### src/rtl/fp_pkg.sv
// Shared IEEE-754 single-precision constants, operand classes and unpack helper.
package fp_pkg;

  localparam int unsigned FP_EXP_BIAS = 127;
  localparam int unsigned FP_EXP_MAX  = 255;
  localparam logic [31:0] FP_QNAN     = 32'h7FC00000;
  localparam logic [31:0] FP_POS_INF  = 32'h7F800000;

  typedef enum logic [1:0] {
    ZERO,
    NORM,
    INF,
    NAN
  } fp_class_t;

  typedef struct packed {
    logic      sign;
    logic [7:0] exp;
    logic [23:0] mant;
    fp_class_t cls;
  } fp_unpk_t;

  // Denormals classify as ZERO (flushed); mant carries the hidden 1.
  function automatic fp_unpk_t fp_unpack(input logic [31:0] v);
    fp_unpk_t u;
    u.sign = v[31];
    u.exp  = v[30:23];
    u.mant = {1'b1, v[22:0]};
    if (v[30:23] == 8'd0)
      u.cls = ZERO;
    else if (v[30:23] != 8'(FP_EXP_MAX))
      u.cls = NORM;
    else if (v[22:0] == 23'd0)
      u.cls = INF;
    else
      u.cls = NAN;
    return u;
  endfunction

endpackage

### src/rtl/fp_div_step.sv
// One restoring-division step: retire a quotient bit, shift the remainder.
module fp_div_step (
  input  logic [24:0] rem_i,
  input  logic [23:0] div_i,
  output logic [24:0] rem_o,
  output logic        q_o
);

  logic [23:0] diff;
  logic [23:0] keep;

  assign q_o   = rem_i >= {1'b0, div_i};
  // When q_o is set the true difference is below the divisor, so 24 bits hold it.
  assign diff  = rem_i[23:0] - div_i;
  assign keep  = q_o ? diff : rem_i[23:0];
  assign rem_o = {keep, 1'b0};

endmodule

### src/rtl/fp_div32_seq.sv
// Multi-cycle IEEE-754 single divider, R quotient bits per cycle.
// Define FP_DIV_ROUND_NEAREST_EN for round-to-nearest-even; default truncates.
module fp_div32_seq
  import fp_pkg::*;
#(
  parameter int unsigned R         = 1,
  parameter logic [31:0] NAN_CANON = FP_QNAN
) (
  input  logic        clk,
  input  logic        reset,
  input  logic        start,
  input  logic [31:0] a,
  input  logic [31:0] b,
  output logic        busy,
  output logic        done,
  output logic [31:0] result,
  output logic [3:0]  flags
);

  localparam logic [1:0] S_IDLE  = 2'd0;
  localparam logic [1:0] S_DIV   = 2'd1;
  localparam logic [1:0] S_ROUND = 2'd2;
  localparam logic [1:0] S_DONE  = 2'd3;

  localparam int unsigned NCYC     = 27 / R;
  localparam logic [4:0]  CNT_LAST = 5'(NCYC - 1);

  logic [1:0]        state_q, state_d;
  logic [4:0]        cnt_q, cnt_d;
  logic [26:0]       quo_q, quo_d;
  logic [24:0]       rem_q, rem_d;
  logic [23:0]       dvs_q, dvs_d;
  logic              sgn_q, sgn_d;
  logic signed [9:0] exp_q, exp_d;
  logic [31:0]       res_q, res_d;
  logic [3:0]        flg_q, flg_d;

  fp_unpk_t ua;
  fp_unpk_t ub;
  logic     sgn_in;

  assign ua     = fp_unpack(a);
  assign ub     = fp_unpack(b);
  assign sgn_in = ua.sign ^ ub.sign;

  // Mutually exclusive operand-class decode.
  logic c_nan, c_ainf, c_bzero, c_zero, c_norm;

  assign c_nan   = (ua.cls == NAN) | (ub.cls == NAN)
                 | ((ua.cls == ZERO) & (ub.cls == ZERO))
                 | ((ua.cls == INF) & (ub.cls == INF));
  assign c_ainf  = (ua.cls == INF)
                 & ((ub.cls == ZERO) | (ub.cls == NORM));
  assign c_bzero = (ua.cls == NORM) & (ub.cls == ZERO);
  assign c_zero  = ((ua.cls == ZERO)
                 & ((ub.cls == NORM) | (ub.cls == INF)))
                 | ((ua.cls == NORM) & (ub.cls == INF));
  assign c_norm  = (ua.cls == NORM) & (ub.cls == NORM);

  logic [31:0] sp_res;
  logic [3:0]  sp_flg;

  always_comb begin
    sp_res = NAN_CANON;
    sp_flg = 4'b0000;
    unique case (1'b1)
      c_nan: begin
        sp_res = NAN_CANON;
        sp_flg = 4'b0000;
      end
      c_ainf: begin
        sp_res = {sgn_in, FP_POS_INF[30:0]};
        sp_flg = {sgn_in, 3'b000};
      end
      c_bzero: begin
        sp_res = {sgn_in, FP_POS_INF[30:0]};
        sp_flg = {sgn_in, 3'b001};
      end
      c_zero: begin
        sp_res = {sgn_in, 31'd0};
        sp_flg = {sgn_in, 3'b100};
      end
      default: ;
    endcase
  end

  logic [24:0]  rem_c [0:R];
  logic [R-1:0] qv;

  assign rem_c[0] = rem_q;

  for (genvar k = 0; k < R; k++) begin : g_step
    fp_div_step u_step (
      .rem_i (rem_c[k]),
      .div_i (dvs_q),
      .rem_o (rem_c[k+1]),
      .q_o   (qv[R-1-k])
    );
  end

  logic [23:0]       rd_man;
  logic              rd_g, rd_s, rd_inc;
  logic signed [9:0] rd_e, rd_ef;
  logic [24:0]       rd_sum;
  logic [22:0]       rd_frac;
  logic [31:0]       rd_res;
  logic [3:0]        rd_flg;

  always_comb begin
    if (quo_q[26]) begin
      rd_man = quo_q[26:3];
      rd_g   = quo_q[2];
      rd_s   = (|quo_q[1:0]) | (|rem_q);
      rd_e   = exp_q;
    end else begin
      rd_man = quo_q[25:2];
      rd_g   = quo_q[1];
      rd_s   = quo_q[0] | (|rem_q);
      rd_e   = exp_q - 10'sd1;
    end
`ifdef FP_DIV_ROUND_NEAREST_EN
    rd_inc = rd_g & (rd_s | rd_man[0]);
`else
    rd_inc = 1'b0;
`endif
    rd_sum  = {1'b0, rd_man} + 25'(rd_inc);
    rd_frac = rd_sum[24] ? rd_sum[23:1] : rd_sum[22:0];
    rd_ef   = rd_sum[24] ? rd_e + 10'sd1 : rd_e;
    if (rd_ef >= $signed(10'(FP_EXP_MAX))) begin
      rd_res = {sgn_q, FP_POS_INF[30:0]};
      rd_flg = {sgn_q, 3'b011};
    end else if (rd_ef <= 10'sd0) begin
      rd_res = {sgn_q, 31'd0};
      rd_flg = {sgn_q, 3'b110};
    end else begin
      rd_res = {sgn_q, rd_ef[7:0], rd_frac};
      rd_flg = {sgn_q, 1'b0, rd_g | rd_s, 1'b0};
    end
  end

  always_comb begin
    state_d = state_q;
    cnt_d   = cnt_q;
    quo_d   = quo_q;
    rem_d   = rem_q;
    dvs_d   = dvs_q;
    sgn_d   = sgn_q;
    exp_d   = exp_q;
    res_d   = res_q;
    flg_d   = flg_q;
    unique case (state_q)
      S_IDLE, S_DONE: begin
        if (start) begin
          sgn_d = sgn_in;
          if (c_norm) begin
            state_d = S_DIV;
            cnt_d   = CNT_LAST;
            quo_d   = '0;
            rem_d   = {1'b0, ua.mant};
            dvs_d   = ub.mant;
            exp_d   = {2'b00, ua.exp} - {2'b00, ub.exp}
                    + 10'(FP_EXP_BIAS);
          end else begin
            state_d = S_DONE;
            res_d   = sp_res;
            flg_d   = sp_flg;
          end
        end
      end
      S_DIV: begin
        quo_d = {quo_q[26-R:0], qv};
        rem_d = rem_c[R];
        cnt_d = cnt_q - 5'd1;
        if (cnt_q == 5'd0)
          state_d = S_ROUND;
      end
      S_ROUND: begin
        res_d   = rd_res;
        flg_d   = rd_flg;
        state_d = S_DONE;
      end
      default: state_d = S_IDLE;
    endcase
  end

  always_ff @(posedge clk) begin
    if (reset) begin
      state_q <= S_IDLE;
      cnt_q   <= '0;
      quo_q   <= '0;
      rem_q   <= '0;
      dvs_q   <= '0;
      sgn_q   <= 1'b0;
      exp_q   <= '0;
      res_q   <= '0;
      flg_q   <= '0;
    end else begin
      state_q <= state_d;
      cnt_q   <= cnt_d;
      quo_q   <= quo_d;
      rem_q   <= rem_d;
      dvs_q   <= dvs_d;
      sgn_q   <= sgn_d;
      exp_q   <= exp_d;
      res_q   <= res_d;
      flg_q   <= flg_d;
    end
  end

  assign busy   = (state_q == S_DIV) | (state_q == S_ROUND);
  assign done   = (state_q == S_DONE);
  assign result = res_q;
  assign flags  = flg_q;

endmodule

### config.mk
export PLATFORM = sky130hd
export DESIGN_NAME = fp_div32_seq
export DESIGN_NICKNAME = d
export VERILOG_FILES = /design/src/rtl/fp_pkg.sv /design/src/rtl/fp_div_step.sv /design/src/rtl/fp_div32_seq.sv
export SDC_FILE = /design/constraint.sdc
export NUM_CORES = 1
export LEC_CHECK = 0
export ABC_CLOCK_PERIOD_IN_PS = 3600
export CAP_MARGIN = 10
export CELL_PAD_IN_SITES_DETAIL_PLACEMENT = 1
export CELL_PAD_IN_SITES_GLOBAL_PLACEMENT = 1
export CORE_AREA = 2 2 142 144
export CTS_CLUSTER_DIAMETER = 40
export DETAILED_ROUTE_END_ITERATION = 8
export DIE_AREA = 0 0 144 146
export PLACE_DENSITY_LB_ADDON = 0.08
export SYNTH_ARGS = -nofsm -noshare
export SYNTH_HDL_FRONTEND = slang
export SYNTH_SLANG_ARGS = --single-unit
### constraint.sdc
create_clock -name clk -period 3.6 [get_ports clk]
set_clock_uncertainty 0.2 [all_clocks]
set_input_delay 0.54 -clock clk [delete_from_list [all_inputs] [get_ports clk]]
set_output_delay 0.54 -clock clk [all_outputs]
set_load 0.01 [all_outputs]
# == Yosys cells after proc, flatten, opt, wreduce, memory -nomap -nowiden ==
# Cells that the tools add are included.
# op_classes
magnitude_cmp,3
bitwise,13
n_addsub,5
n_reduce_logical,19
n_mux,36
eq_ne,13
# op_table
op,n
$pmux 32 s2,2
$mux 32,2
$mux 31,2
$mux 27,2
$pmux 27 s2,1
$mux 25,2
$pmux 25 s2,1
$logic_not 23->1,2
$ge 25x24->1,1
$reduce_or 25->1,1
$mux 24,1
$sub 24x24->24,1
$mux 23,1
$logic_not 8->1,2
$ne 8x8->1 const B,2
$mux 2,7
$pmux 4 s3,1
$add 9x8->10 const B,1
$ge 10x9->1 const B,1
$le 10x1->1 const B,1
$mux 10,1
$mux 5,2
$pmux 5 s2,1
$sub 10x2->10 const B,1
19 further kinds,50
# totals
word_cells,98
output_inout_bits,38
register_bits,130

# == Depth between registers and ports, before layout ==
# depth
word_depth,12
ltp_mapped,13
ltp_nobuf,12

# == Modules after synthesis ==
# Synthesis repeated with hierarchy kept, for this count alone.
# unflattened
cells_unflattened,1021
area_unflattened_um2,8052.7
# by_module_without_submodules
module,seq_area_each_um2,area_per_inst_um2,instances,cells_per_inst
fp_div32_seq,2602.5,6309.8,1,767
fp_div_step,0.0,1742.9,1,254

# == Least setup slack after synthesis ==
# OpenSTA, ideal clock, no wires.
# synth_timing
kind,in2reg
start,in a[23]
end,reg exp_q[7]
arrival_time_ps,2716
slack_ps,583
stages,12
n_path_buf,0
setup_ps,101
t_required_ps,3299
path_cell_list,inv_1 ha_1 inv_1 fa_1 a21o_1 a21oi_1 o21bai_1 a21oi_1 xnor2_1 a2111oi_0 nor3_1 o41ai_1
# synth_between
elab_chain_cells,6
word_cells_on_any_way,9
cone_classes,add/sub: 2; eq/ne: 2; mux: 2; bitwise: 1; reduce/logical: 2
# synth_lines
item,line_no,source
"start, declared",fp_div32_seq.sv:12,"input logic [31:0] a,"
branches (longest 6 deep; another with $add 9x8->10),n/a,
"end signal, assigned",fp_div32_seq.sv:204,exp_q <= exp_d;
"end, declared",fp_div32_seq.sv:34,"logic signed [9:0] exp_q, exp_d;"
# Parallel ways; which one is timed is not known.
# A chain may end at the register's enable or synchronous reset.

# == Worst setup path after layout ==
# layout_timing
start,reg dvs_q[16]
end,reg rem_q[1]
# layout_between
elab_chain_cells,3
# layout_lines
item,line_no,source
"start, declared",fp_div32_seq.sv:32,"logic [23:0] dvs_q, dvs_d;"
"start signal, assigned",fp_div32_seq.sv:202,dvs_q <= dvs_d;
$ge 25x24->1,fp_div_step.sv:12,"assign q_o = rem_i >= {1'b0, div_i};"
$mux 24,fp_div_step.sv:15,assign keep = q_o ? diff : rem_i[23:0];
$pmux 25 s2,fp_div32_seq.sv:151,unique case (state_q)
"end signal, assigned",fp_div32_seq.sv:201,rem_q <= rem_d;
"end, declared",fp_div32_seq.sv:31,"logic [24:0] rem_q, rem_d;"
# No other way between the ends.

==> metrics.txt <==
# diodes 0; Mean Syn Cell Area 8.032 µm²; Routed WL 26320 µm; Final Worst Setup Slack 0.2341 ns; total gr overflow 0; DRC 0; Static Leak 3.726 nW; Core Rows 51; drt wl/cell 19.03 µm; Least-Margin Pin Slew approximately 0.79 ns; die area roughly 21000 µm²; CTS Buf Count 17; max-cap violations 0; crit path buf inv count 2; most frequent cells in the layout dfxtp_1 (129), nand2_1 (124), clkdlybuf4s50_1 (103), a21oi_1 (92), nor2_1 (66); die width 144 µm; Critical Path Max Stage Delay 0.44 ns; CTS Buffer Depth 2; Syn. warnings 0; syn_nets about 1100; RSZ-0062 raised after global routing no; clk sinks 130; drt first pass iters 5; Cell variety after synth 70; P&R area growth vs syn 26.62%; final hold viol count 0; Core Area roughly 19000 µm²; CTS H-tree depth 4; slowest CP cell ha_1; ys flop type dfxtp_1; final setup fails 0; DIE HEIGHT around 150 µm; R2R Setup Slk roughly 0.23 ns; setup tns final 0 ns; Pwr Density 950.3 nW/µm²; register area share after synthesis approximately 32%; pre-CTS setup slack -0.06271 ns; Max Slew Vio Count 0; Max-slew headroom a little under half; critical path's top delay family compound AO/OA/AOI/OAI gates; fin nets 1217; synthesized instance count 1003; post-route insts no fill about 1400; Post-synth EDFFs 0; CP Launch Type register; Top Usage Layer GRT met2; DP Area about 9600 µm²; RD Place Congestion roughly 0.84; fin crit share 93.50%; Worst EP arrival 3.49 ns; share of layout cells above drive strength 1 11.81%; fmax 297.1 MHz; HP Class reg2reg; largest net degree at the start of global routing ~130; post-layout util 52.76%; port bufs 104; Clk pin slew, worst setup/hold paths 0.07 ns; endpoint type of the worst setup path register; Cells on Worst Hold Path 2; number of synthesized register bits 130; Post-Syn Area 8056 µm²; final hold slack 0.2565 ns; Vias 7836; Max IR drop VDD 0.0005029 V; Design Area, Final 10200 µm²; Post-DRT Antenna Nets 0; CTS tree yes; DRT iter0 DRCs 318; global-route wire length before repair 43160 µm; total track usage around a quarter; dpl hpwl 18610 µm; met1 GRT Util 31.97%; GR met3 Demand/Resource between 4 and 5%; WS Path Type reg2reg; largest fanout on the critical path 11; Clock Latency Late Sink 0.43 ns; CP Depth 11; Initial Utilization 41.67%; commonest non-fill, non-tap cell in the layout dfxtp_1; met2 Usage GRT 44.21%; Period minus WS final 3.366 ns; vias in the first global route 8309; status completed; I/O Pins 105; Cells after DPL 1351; CP cell instances inv_1 -> ha_1 -> a21oi_1 -> o21ai_0 -> or3_1 -> o211ai_1 -> nand3_1 -> buf_4 -> mux2i_1 -> nand2_1 -> a221oi_1; r2r worst-path depth 11; root buffer cell clkbuf_16; vias per cell 5.666; Synth async-reset ratio 0%; cts hold-fix bufs 0; Tot Pwr between 9 and 10 mW; CP required 3.73 ns; initial antenna violation count 1
[power breakdown]
group          switching [mW]  internal [mW]
Sequential              0.325           1.74
Combinational            3.39           2.35
Clock                   0.749           1.13
[repair_timing]
| item | 4_1_cts | 5_1_grt |
|---|---|---|
| setup endpoints to repair | 0 | 1 |
| gates resized for setup | 0 | 1 |
| hold endpoints to repair | 0 | 0 |
| buffers inserted | 0 | 0 |
[final cells by class]
type / instances / area, µm²
Fill cell: 2335 / 9134
Multi-Input combinational cell: 754 / 5024
Clock inverter: 14 / 188.9
Timing Repair Buffer: 146 / 1404
Tap cell: 265 / 331.6
Clock buffer: 18 / 439.2
Inverter: 56 / 210.2
Sequential cell: 130 / 2604
[tightest hold or removal path: cells and delay by family, from the launching register on]
family	cells	cell delay, ns
flip-flops	1	0.31
AO/OA/AOI/OAI	1	0.05
AND/OR/NAND/NOR	1	0.05
[worst paths after layout]
path,from,to
hold / removal,dvs_q[8],dvs_q[8]
setup reg to reg,dvs_q[16],rem_q[1]
hold reg to reg,dvs_q[8],dvs_q[8]
setup / recovery,dvs_q[16],rem_q[1]
[registers in the layout, indices dropped and copies added (netlist names)]
signal	cells
exp_q	10
sgn_q	1
result	32
dvs_q	24
flags	4
quo_q	27
rem_q	25
cnt_q	5
state_q	2
[Yosys cell counts, types with 11 or more instances]
library cell	count	area [µm²]
dfxtp_1	130	2603
o21a_1	13	97.59
o21ai_0	19	95.09
nor4_1	23	143.9
nor2_1	67	251.5
a211oi_1	26	195.2
a21oi_1	93	465.5
a2bb2oi_2	20	300.3
nand2_1	124	465.5
ha_1	43	538.0
nor2_2	20	125.1
o21ai_1	11	55.05
a21o_1	17	127.6
o211ai_1	12	90.09
nor3_1	22	110.1
nand3_1	41	205.2
xnor2_1	23	201.4
inv_1	55	206.5
nand4_1	16	100.1
clkbuf_1	55	206.5
mux2i_1	33	330.3
[per-layer routing]
layer,up-vias,share of wire [%]
met5,-,0
met4,0,3.3
met3,43,3.5
met2,140,49
met1,3826,44
li1,3827,-
[kinds of logic (layout without fill, tap and decap cells)]
kind of cell | count (synthesis) | count (layout) | synth area share, %
AND/OR/NAND/NOR | 363 | 363 | 21.98
adder cells (fa/ha/maj) | 45 | 45 | 7.175
flip-flops | 130 | 130 | 32.30
AO/OA/AOI/OAI | 280 | 280 | 24.97
XOR/XNOR | 33 | 33 | 3.587
buffers and inverters | 119 | 234 | 5.886
multiplexers | 33 | 33 | 4.100
Note: power is estimated with default switching activity, not from simulation.
